--- src/rtl/cache_arbiter_if.sv ---
// Bundle of I-cache, D-cache and physical-memory signals seen by the cache arbiter.
// The slave modport is the arbiter's view; the master modport is the caches-plus-memory side.
interface cache_arbiter_if #(
    parameter int ADDR_WIDTH = 32,
    parameter int LINE_WIDTH = 256
);
    logic                  i_pmem_read;
    logic [ADDR_WIDTH-1:0] i_pmem_address;
    logic [LINE_WIDTH-1:0] i_pmem_rdata;
    logic                  i_pmem_resp;

    logic                  d_pmem_read;
    logic                  d_pmem_write;
    logic [ADDR_WIDTH-1:0] d_pmem_address;
    logic [LINE_WIDTH-1:0] d_pmem_wdata;
    logic [LINE_WIDTH-1:0] d_pmem_rdata;
    logic                  d_pmem_resp;

    logic                  pmem_read;
    logic                  pmem_write;
    logic [ADDR_WIDTH-1:0] pmem_address;
    logic [LINE_WIDTH-1:0] pmem_wdata;
    logic [LINE_WIDTH-1:0] pmem_rdata;
    logic                  pmem_resp;

    modport slave (
        input  i_pmem_read, i_pmem_address,
        input  d_pmem_read, d_pmem_write, d_pmem_address, d_pmem_wdata,
        input  pmem_rdata, pmem_resp,
        output i_pmem_rdata, i_pmem_resp, d_pmem_rdata, d_pmem_resp,
        output pmem_read, pmem_write, pmem_address, pmem_wdata
    );

    modport master (
        output i_pmem_read, i_pmem_address,
        output d_pmem_read, d_pmem_write, d_pmem_address, d_pmem_wdata,
        output pmem_rdata, pmem_resp,
        input  i_pmem_rdata, i_pmem_resp, d_pmem_rdata, d_pmem_resp,
        input  pmem_read, pmem_write, pmem_address, pmem_wdata
    );
endinterface

--- src/rtl/cache_arbiter.sv ---
// Two-requester arbiter sharing one physical memory port between I-cache and D-cache; one idle bubble between grants.
// Simultaneous requests: D-cache wins, or alternate with last_grant when CACHE_ARB_ROUND_ROBIN_EN is defined.
module cache_arbiter #(
    parameter int ADDR_WIDTH = 32,
    parameter int LINE_WIDTH = 256
) (
    input  logic            clk,
    input  logic            rst,
    cache_arbiter_if.slave  bus
);
    typedef enum logic [1:0] {
        s_idle,
        s_icache,
        s_dcache
    } state_e;

    state_e                state_q, state_d;
    logic                  last_grant_q, last_grant_d;
    logic                  i_req, d_req, pick_d;
    logic [ADDR_WIDTH-1:0] addr_mux;
    logic [LINE_WIDTH-1:0] wdata_mux;

    assign i_req = bus.i_pmem_read;
    assign d_req = bus.d_pmem_read | bus.d_pmem_write;

`ifdef CACHE_ARB_ROUND_ROBIN_EN
    assign pick_d = (last_grant_q == 1'b0);
`else
    assign pick_d = 1'b1;
`endif

    always_ff @(posedge clk) begin
        if (rst) begin
            state_q      <= s_idle;
            last_grant_q <= 1'b0;
        end else begin
            state_q      <= state_d;
            last_grant_q <= last_grant_d;
        end
    end

    always_comb begin
        state_d        = state_q;
        last_grant_d   = last_grant_q;
        bus.pmem_read  = 1'b0;
        bus.pmem_write = 1'b0;
        addr_mux       = '0;
        wdata_mux      = '0;
        bus.i_pmem_resp = 1'b0;
        bus.d_pmem_resp = 1'b0;

        case (state_q)
            s_idle: begin
                // memory responses arriving here belong to nobody and are dropped
                if (d_req && (!i_req || pick_d)) begin
                    state_d      = s_dcache;
                    last_grant_d = 1'b1;
                end else if (i_req) begin
                    state_d      = s_icache;
                    last_grant_d = 1'b0;
                end
            end
            s_icache: begin
                bus.pmem_read   = bus.i_pmem_read;
                addr_mux        = bus.i_pmem_address;
                bus.i_pmem_resp = bus.pmem_resp;
                if (bus.pmem_resp) begin
                    state_d = s_idle;
                end
            end
            s_dcache: begin
                bus.pmem_read   = bus.d_pmem_read;
                bus.pmem_write  = bus.d_pmem_write;
                addr_mux        = bus.d_pmem_address;
                wdata_mux       = bus.d_pmem_wdata;
                bus.d_pmem_resp = bus.pmem_resp;
                if (bus.pmem_resp) begin
                    state_d = s_idle;
                end
            end
            default: begin
                state_d = s_idle;
            end
        endcase
    end

    assign bus.pmem_address = addr_mux;
    assign bus.pmem_wdata   = wdata_mux;
    assign bus.i_pmem_rdata = bus.pmem_rdata;
    assign bus.d_pmem_rdata = bus.pmem_rdata;
endmodule

--- src/flat_wrapper.sv ---
// flat-port wrapper written by rule: the top's interface ports become plain ports
module cache_arbiter_flat 
#(
    parameter int ADDR_WIDTH = 32,
    parameter int LINE_WIDTH = 256
)
  (clk, rst, bus_i_pmem_read, bus_i_pmem_address, bus_d_pmem_read, bus_d_pmem_write, bus_d_pmem_address, bus_d_pmem_wdata, bus_pmem_rdata, bus_pmem_resp, bus_i_pmem_rdata, bus_i_pmem_resp, bus_d_pmem_rdata, bus_d_pmem_resp, bus_pmem_read, bus_pmem_write, bus_pmem_address, bus_pmem_wdata);
  cache_arbiter_if #(.ADDR_WIDTH(ADDR_WIDTH), .LINE_WIDTH(LINE_WIDTH)) bus_i ();
  input  logic clk;
  input  logic rst;
  input wire logic [$bits(bus_i.i_pmem_read)-1:0] bus_i_pmem_read;
  input wire logic [$bits(bus_i.i_pmem_address)-1:0] bus_i_pmem_address;
  input wire logic [$bits(bus_i.d_pmem_read)-1:0] bus_d_pmem_read;
  input wire logic [$bits(bus_i.d_pmem_write)-1:0] bus_d_pmem_write;
  input wire logic [$bits(bus_i.d_pmem_address)-1:0] bus_d_pmem_address;
  input wire logic [$bits(bus_i.d_pmem_wdata)-1:0] bus_d_pmem_wdata;
  input wire logic [$bits(bus_i.pmem_rdata)-1:0] bus_pmem_rdata;
  input wire logic [$bits(bus_i.pmem_resp)-1:0] bus_pmem_resp;
  output wire logic [$bits(bus_i.i_pmem_rdata)-1:0] bus_i_pmem_rdata;
  output wire logic [$bits(bus_i.i_pmem_resp)-1:0] bus_i_pmem_resp;
  output wire logic [$bits(bus_i.d_pmem_rdata)-1:0] bus_d_pmem_rdata;
  output wire logic [$bits(bus_i.d_pmem_resp)-1:0] bus_d_pmem_resp;
  output wire logic [$bits(bus_i.pmem_read)-1:0] bus_pmem_read;
  output wire logic [$bits(bus_i.pmem_write)-1:0] bus_pmem_write;
  output wire logic [$bits(bus_i.pmem_address)-1:0] bus_pmem_address;
  output wire logic [$bits(bus_i.pmem_wdata)-1:0] bus_pmem_wdata;
  assign bus_i.i_pmem_read = bus_i_pmem_read;
  assign bus_i.i_pmem_address = bus_i_pmem_address;
  assign bus_i.d_pmem_read = bus_d_pmem_read;
  assign bus_i.d_pmem_write = bus_d_pmem_write;
  assign bus_i.d_pmem_address = bus_d_pmem_address;
  assign bus_i.d_pmem_wdata = bus_d_pmem_wdata;
  assign bus_i.pmem_rdata = bus_pmem_rdata;
  assign bus_i.pmem_resp = bus_pmem_resp;
  assign bus_i_pmem_rdata = bus_i.i_pmem_rdata;
  assign bus_i_pmem_resp = bus_i.i_pmem_resp;
  assign bus_d_pmem_rdata = bus_i.d_pmem_rdata;
  assign bus_d_pmem_resp = bus_i.d_pmem_resp;
  assign bus_pmem_read = bus_i.pmem_read;
  assign bus_pmem_write = bus_i.pmem_write;
  assign bus_pmem_address = bus_i.pmem_address;
  assign bus_pmem_wdata = bus_i.pmem_wdata;
  cache_arbiter #(.ADDR_WIDTH(ADDR_WIDTH), .LINE_WIDTH(LINE_WIDTH)) u_core (.clk(clk), .rst(rst), .bus(bus_i));
endmodule
--- config.mk ---
export PLATFORM = sky130hd
export DESIGN_NAME = cache_arbiter_flat
export DESIGN_NICKNAME = d
export VERILOG_FILES = /design/src/rtl/cache_arbiter_if.sv /design/src/rtl/cache_arbiter.sv /design/src/flat_wrapper.sv
export SDC_FILE = /design/constraint.sdc
export NUM_CORES = 1
export LEC_CHECK = 0
export BUFFER_PORTS_ARGS = -buffer_cell sky130_fd_sc_hd__buf_2
export CORE_AREA = 2 2 540 542
export CTS_CLUSTER_DIAMETER = 40
export CTS_CLUSTER_SIZE = 30
export DETAILED_ROUTE_END_ITERATION = 8
export DIE_AREA = 0 0 542 544
export HOLD_SLACK_MARGIN = 0.05
export PLACE_DENSITY = 0.3
export SLEW_MARGIN = 40
export SYNTH_ARGS = -nofsm -noshare
export SYNTH_HDL_FRONTEND = slang
export SYNTH_SLANG_ARGS = --single-unit
--- constraint.sdc ---
create_clock -name clk -period 3.8 [get_ports clk]
set_input_delay 0.76 -clock clk [delete_from_list [all_inputs] [get_ports clk]]
set_output_delay 0.76 -clock clk [all_outputs]
set_load 0.05 [all_outputs]
==> metrics.txt <==
# TYPE chip_impl_metric gauge
chip_impl_metric{name="clock_latency",unit="ns"} 0.23
chip_impl_metric{name="setup_viol",unit=""} 0
chip_impl_metric{name="detailed_place_hpwl",unit="um"} 161000
chip_impl_metric{name="die_height",unit="um"} 544
chip_impl_metric{name="mappedNetlistNets",unit=""} 1478
chip_impl_metric{name="number_of_clock_buffers_inserted_by_tritoncts",unit=""} 3
chip_impl_metric{name="floorplan.die_area",unit="um2"} 295000
chip_impl_info{name="synth_most_common_cell",value="buf_4"} 1
chip_impl_info{name="grt_setup_unrepaired",value="false"} 1
chip_impl_metric{name="die_x",unit="um"} 542
chip_impl_metric{name="vias_per_cell",unit=""} 1.50
chip_impl_info{name="hp-class",value="flip-flop to flip-flop"} 1
chip_impl_metric{name="post_synth_edffs",unit=""} 0
chip_impl_metric{name="worst_setup_hold_path_clk_slew",unit="ns"} 0.03
chip_impl_info{name="cell_accounting_for_the_most_synthesized_area",value="buf_4"} 1
chip_impl_metric{name="synth.cell_area",unit="um2"} 6260
chip_impl_metric{name="worst_clock_skew",unit="ns"} 0.000241
chip_impl_metric{name="cp_slowest_stage_delay",unit="ns"} 0.42
chip_impl_metric{name="drt_antenna_net_count",unit=""} 0
chip_impl_metric{name="buffer_ports.inserted",unit=""} 617
chip_impl_metric{name="timing_hold_violations_final",unit=""} 0
chip_impl_metric{name="final_max_slew_viol_count",unit=""} 0
chip_impl_info{name="register_bank_with_the_most_flops",value="u_core.state_q"} 1
chip_impl_metric{name="synthDominantCellAreaShare",unit=""} 0.619
chip_impl_metric{name="setup_slack",unit="ns"} 0.742
chip_impl_metric{name="wl_per_cell",unit="um"} 34.6
chip_impl_info{name="postSynth.topFlopCell",value="dfxtp_1"} 1
chip_impl_info{name="critical_path.cell_chain",value="inv_1 > ha_4 > buf_12 > buf_4 > and2_1 > buf_2"} 1
chip_impl_metric{name="number_of_global_route_vias_before_repair",unit=""} 6499
chip_impl_metric{name="globalRoute.totalOverflow",unit=""} 0
chip_impl_metric{name="rows",unit=""} 198
chip_impl_metric{name="fin_tns_setup",unit="ns"} 0
chip_impl_metric{name="detailroute.via_count",unit=""} 7213
chip_impl_metric{name="critical_path_required",unit="ns"} 3.04
chip_impl_metric{name="preCtsSetupSlack",unit="ns"} 0.879
chip_impl_metric{name="critPathMaxFanout",unit=""} 41
chip_impl_metric{name="core_area",unit="um2"} 289000
chip_impl_metric{name="dp_cells",unit=""} 4770
chip_impl_metric{name="ctsHtreeMaxLevel",unit=""} 1
chip_impl_metric{name="crit_arrival",unit="ns"} 2.30
chip_impl_metric{name="gr-usage-all-layers",unit=""} 0.107
chip_impl_metric{name="gpl_congestion",unit=""} 0.825
chip_impl_metric{name="postSynthCellCount",unit=""} 893
chip_impl_info{name="critPathKind",value="flip-flop to output port"} 1
chip_impl_metric{name="hold_buf_count_cts",unit=""} 0
chip_impl_metric{name="initial_core_util",unit=""} 0.0216
chip_impl_metric{name="leakage",unit="nW"} 3.80
chip_impl_metric{name="drive_above_1_share",unit=""} 0.650
chip_impl_metric{name="grt_pass1_wl",unit="um"} 180000
chip_impl_info{name="clock-root-buffer",value="clkbuf_16"} 1
chip_impl_metric{name="numClockSinks",unit=""} 2
chip_impl_metric{name="largest_net_degree_at_the_start_of_global_routing",unit=""} 76
chip_impl_info{name="cp-end-kind",value="output port"} 1
chip_impl_metric{name="post_synth.cell_area_avg",unit="um2"} 7.01
chip_impl_metric{name="clk_path_buf_depth",unit=""} 2
chip_impl_metric{name="grt_antenna_before_repair",unit=""} 186
chip_impl_metric{name="top_level_ports",unit=""} 1386
chip_impl_metric{name="ys_async_sr_fraction",unit=""} 0
chip_impl_metric{name="drt-initial-drc-count",unit=""} 502
chip_impl_metric{name="post_cts_buffers",unit=""} 0
chip_impl_metric{name="fmax",unit="MHz"} 327
chip_impl_metric{name="layout_worst_path_cycle_share",unit=""} 0.805
chip_impl_metric{name="finalWirelength",unit="um"} 166000
chip_impl_info{name="outcome",value="completed"} 1
chip_impl_metric{name="max_cap_violations",unit=""} 0
chip_impl_metric{name="synth_seq_cells",unit=""} 2
chip_impl_metric{name="number_of_flip_flops_in_the_largest_register",unit=""} 2
chip_impl_metric{name="relative_max_transition_margin",unit=""} 0.616
chip_impl_metric{name="yosys_warnings",unit=""} 0
chip_impl_info{name="critPathSlowestCell",value="buf_2"} 1
chip_impl_metric{name="flow.area_growth_from_synthesis",unit="%"} 65.5
chip_impl_info{name="leading_registers_by_flop_count",value="u_core.state_q x2"} 1
chip_impl_info{name="synth_commonest_cells",value="516 x buf_4, 259 x and2_1, 35 x nor2b_1, 33 x a22oi_1, 22 x clkbuf_2"} 1
chip_impl_metric{name="design.final.nets",unit=""} 1560
chip_impl_info{name="cts_tree",value="done"} 1
chip_impl_metric{name="cts_repair_resized_insts",unit=""} 0
chip_impl_metric{name="layout.filler_cells",unit=""} 34660
chip_impl_metric{name="firstDrtPassIters",unit=""} 6
chip_impl_metric{name="worst_ir_drop_vdd",unit="mV"} 0.118
chip_impl_metric{name="part_of_the_yosys_area_used_for_sequential_elements",unit=""} 0.00640
chip_impl_metric{name="finalCriticalPeriod",unit="ns"} 3.06
chip_impl_metric{name="pwr_density_cell",unit="nW/um2"} 251
chip_impl_info{name="timing.critical_path.from_type",value="flip-flop"} 1
chip_impl_metric{name="max_slew.worst_pin.slew",unit="ns"} 0.580
chip_impl_metric{name="instances_no_fill",unit=""} 4801
chip_impl_metric{name="post-route-drc-count",unit=""} 0
chip_impl_info{name="post_synth_main_area_contributors",value="buf_4 62%, and2_1 26%, a22oi_1 4.0%"} 1
chip_impl_metric{name="synth.lib_cells_used.distinct",unit=""} 16
placed cells by master (no fill, tap or decap):
cell type    n
nor2b_1     35
buf_4        6
nand2b_1     1
dfxtp_1      2
nand3b_1     1
a21oi_1      3
clkbuf_16    3
buf_2      617
nor2_1       1
inv_1        2
diode_2     28
nor3_1       1
ha_1         2
buf_12       5
ha_4         1
o21ai_0      1
a22oi_1     33
and2_1     259
kinds of logic (layout without fill, tap and decap cells):
| logic type | count (synthesis) | count (layout) | synth area share |
|---|---|---|---|
| buffers and inverters | 553 | 633 | 0.647 |
| adder cells (fa/ha/maj) | 3 | 3 | 0.00600 |
| other | 0 | 28 | 0 |
| AO/OA/AOI/OAI | 37 | 37 | 0.0428 |
| flip-flops | 2 | 2 | 0.00640 |
| AND/OR/NAND/NOR | 298 | 298 | 0.297 |
stage by stage:
stage                     hold slack, ns    util  power [mW]  area [um2]
after floorplan                    0.460       -        2.91        6260
after global placement             0.502  0.0353        2.48       10200
after detailed placement           0.539  0.0353        2.49       10200
after CTS                          0.548  0.0356        2.66       10300
after global routing               0.573  0.0357        2.73       10300
final                              0.555  0.0358        2.60       10400
area by class of cell:
type	count	area [um2]	area share
flip-flops and latches	2	40.0	0.00386
inverters	2	7.51	0.000725
multi-input cells	338	2180	0.210
well taps	3800	4750	0.459
clock buffers	3	75.1	0.00725
diodes	28	70.1	0.00676
repair buffers	628	3230	0.312
report_power, final:
group,switching [mW],internal (mW)
Combinational,1.88,0.529
Sequential,0.00291,0.0237
Clock,0.0280,0.134
Total,1.91,0.687
layer usage:
layer,track usage,wire length (um),vias up
met5,0,557,-
met4,0.0328,7030,74
met3,0.153,52300,550
met2,0.156,67000,1373
met1,0.0763,39400,2800
li1,-,-,2416
path summary, 6_finish.rpt:
check,start,endpoint,slack [ns],cells after the start
max,u_core.state_q[0]$_SDFFE_PP0P_,bus_pmem_wdata[122],0.74,6
min,u_core.state_q[0]$_SDFFE_PP0P_,u_core.state_q[0]$_SDFFE_PP0P_,0.55,2
max reg2reg,u_core.state_q[1]$_SDFFE_PP0P_,u_core.state_q[1]$_SDFFE_PP0P_,2.21,6
min reg2reg,u_core.state_q[0]$_SDFFE_PP0P_,u_core.state_q[0]$_SDFFE_PP0P_,0.55,2
worst max-delay path: cells and delay by family (launching register included):
family                     cells  cell delay [ns]
buffers and inverters          4             1.01
and+or+nand+nor                1             0.35
DFF                            1             0.32
adders and majority gates      1             0.30
No activity file was read; power rests on OpenSTA's default activity.
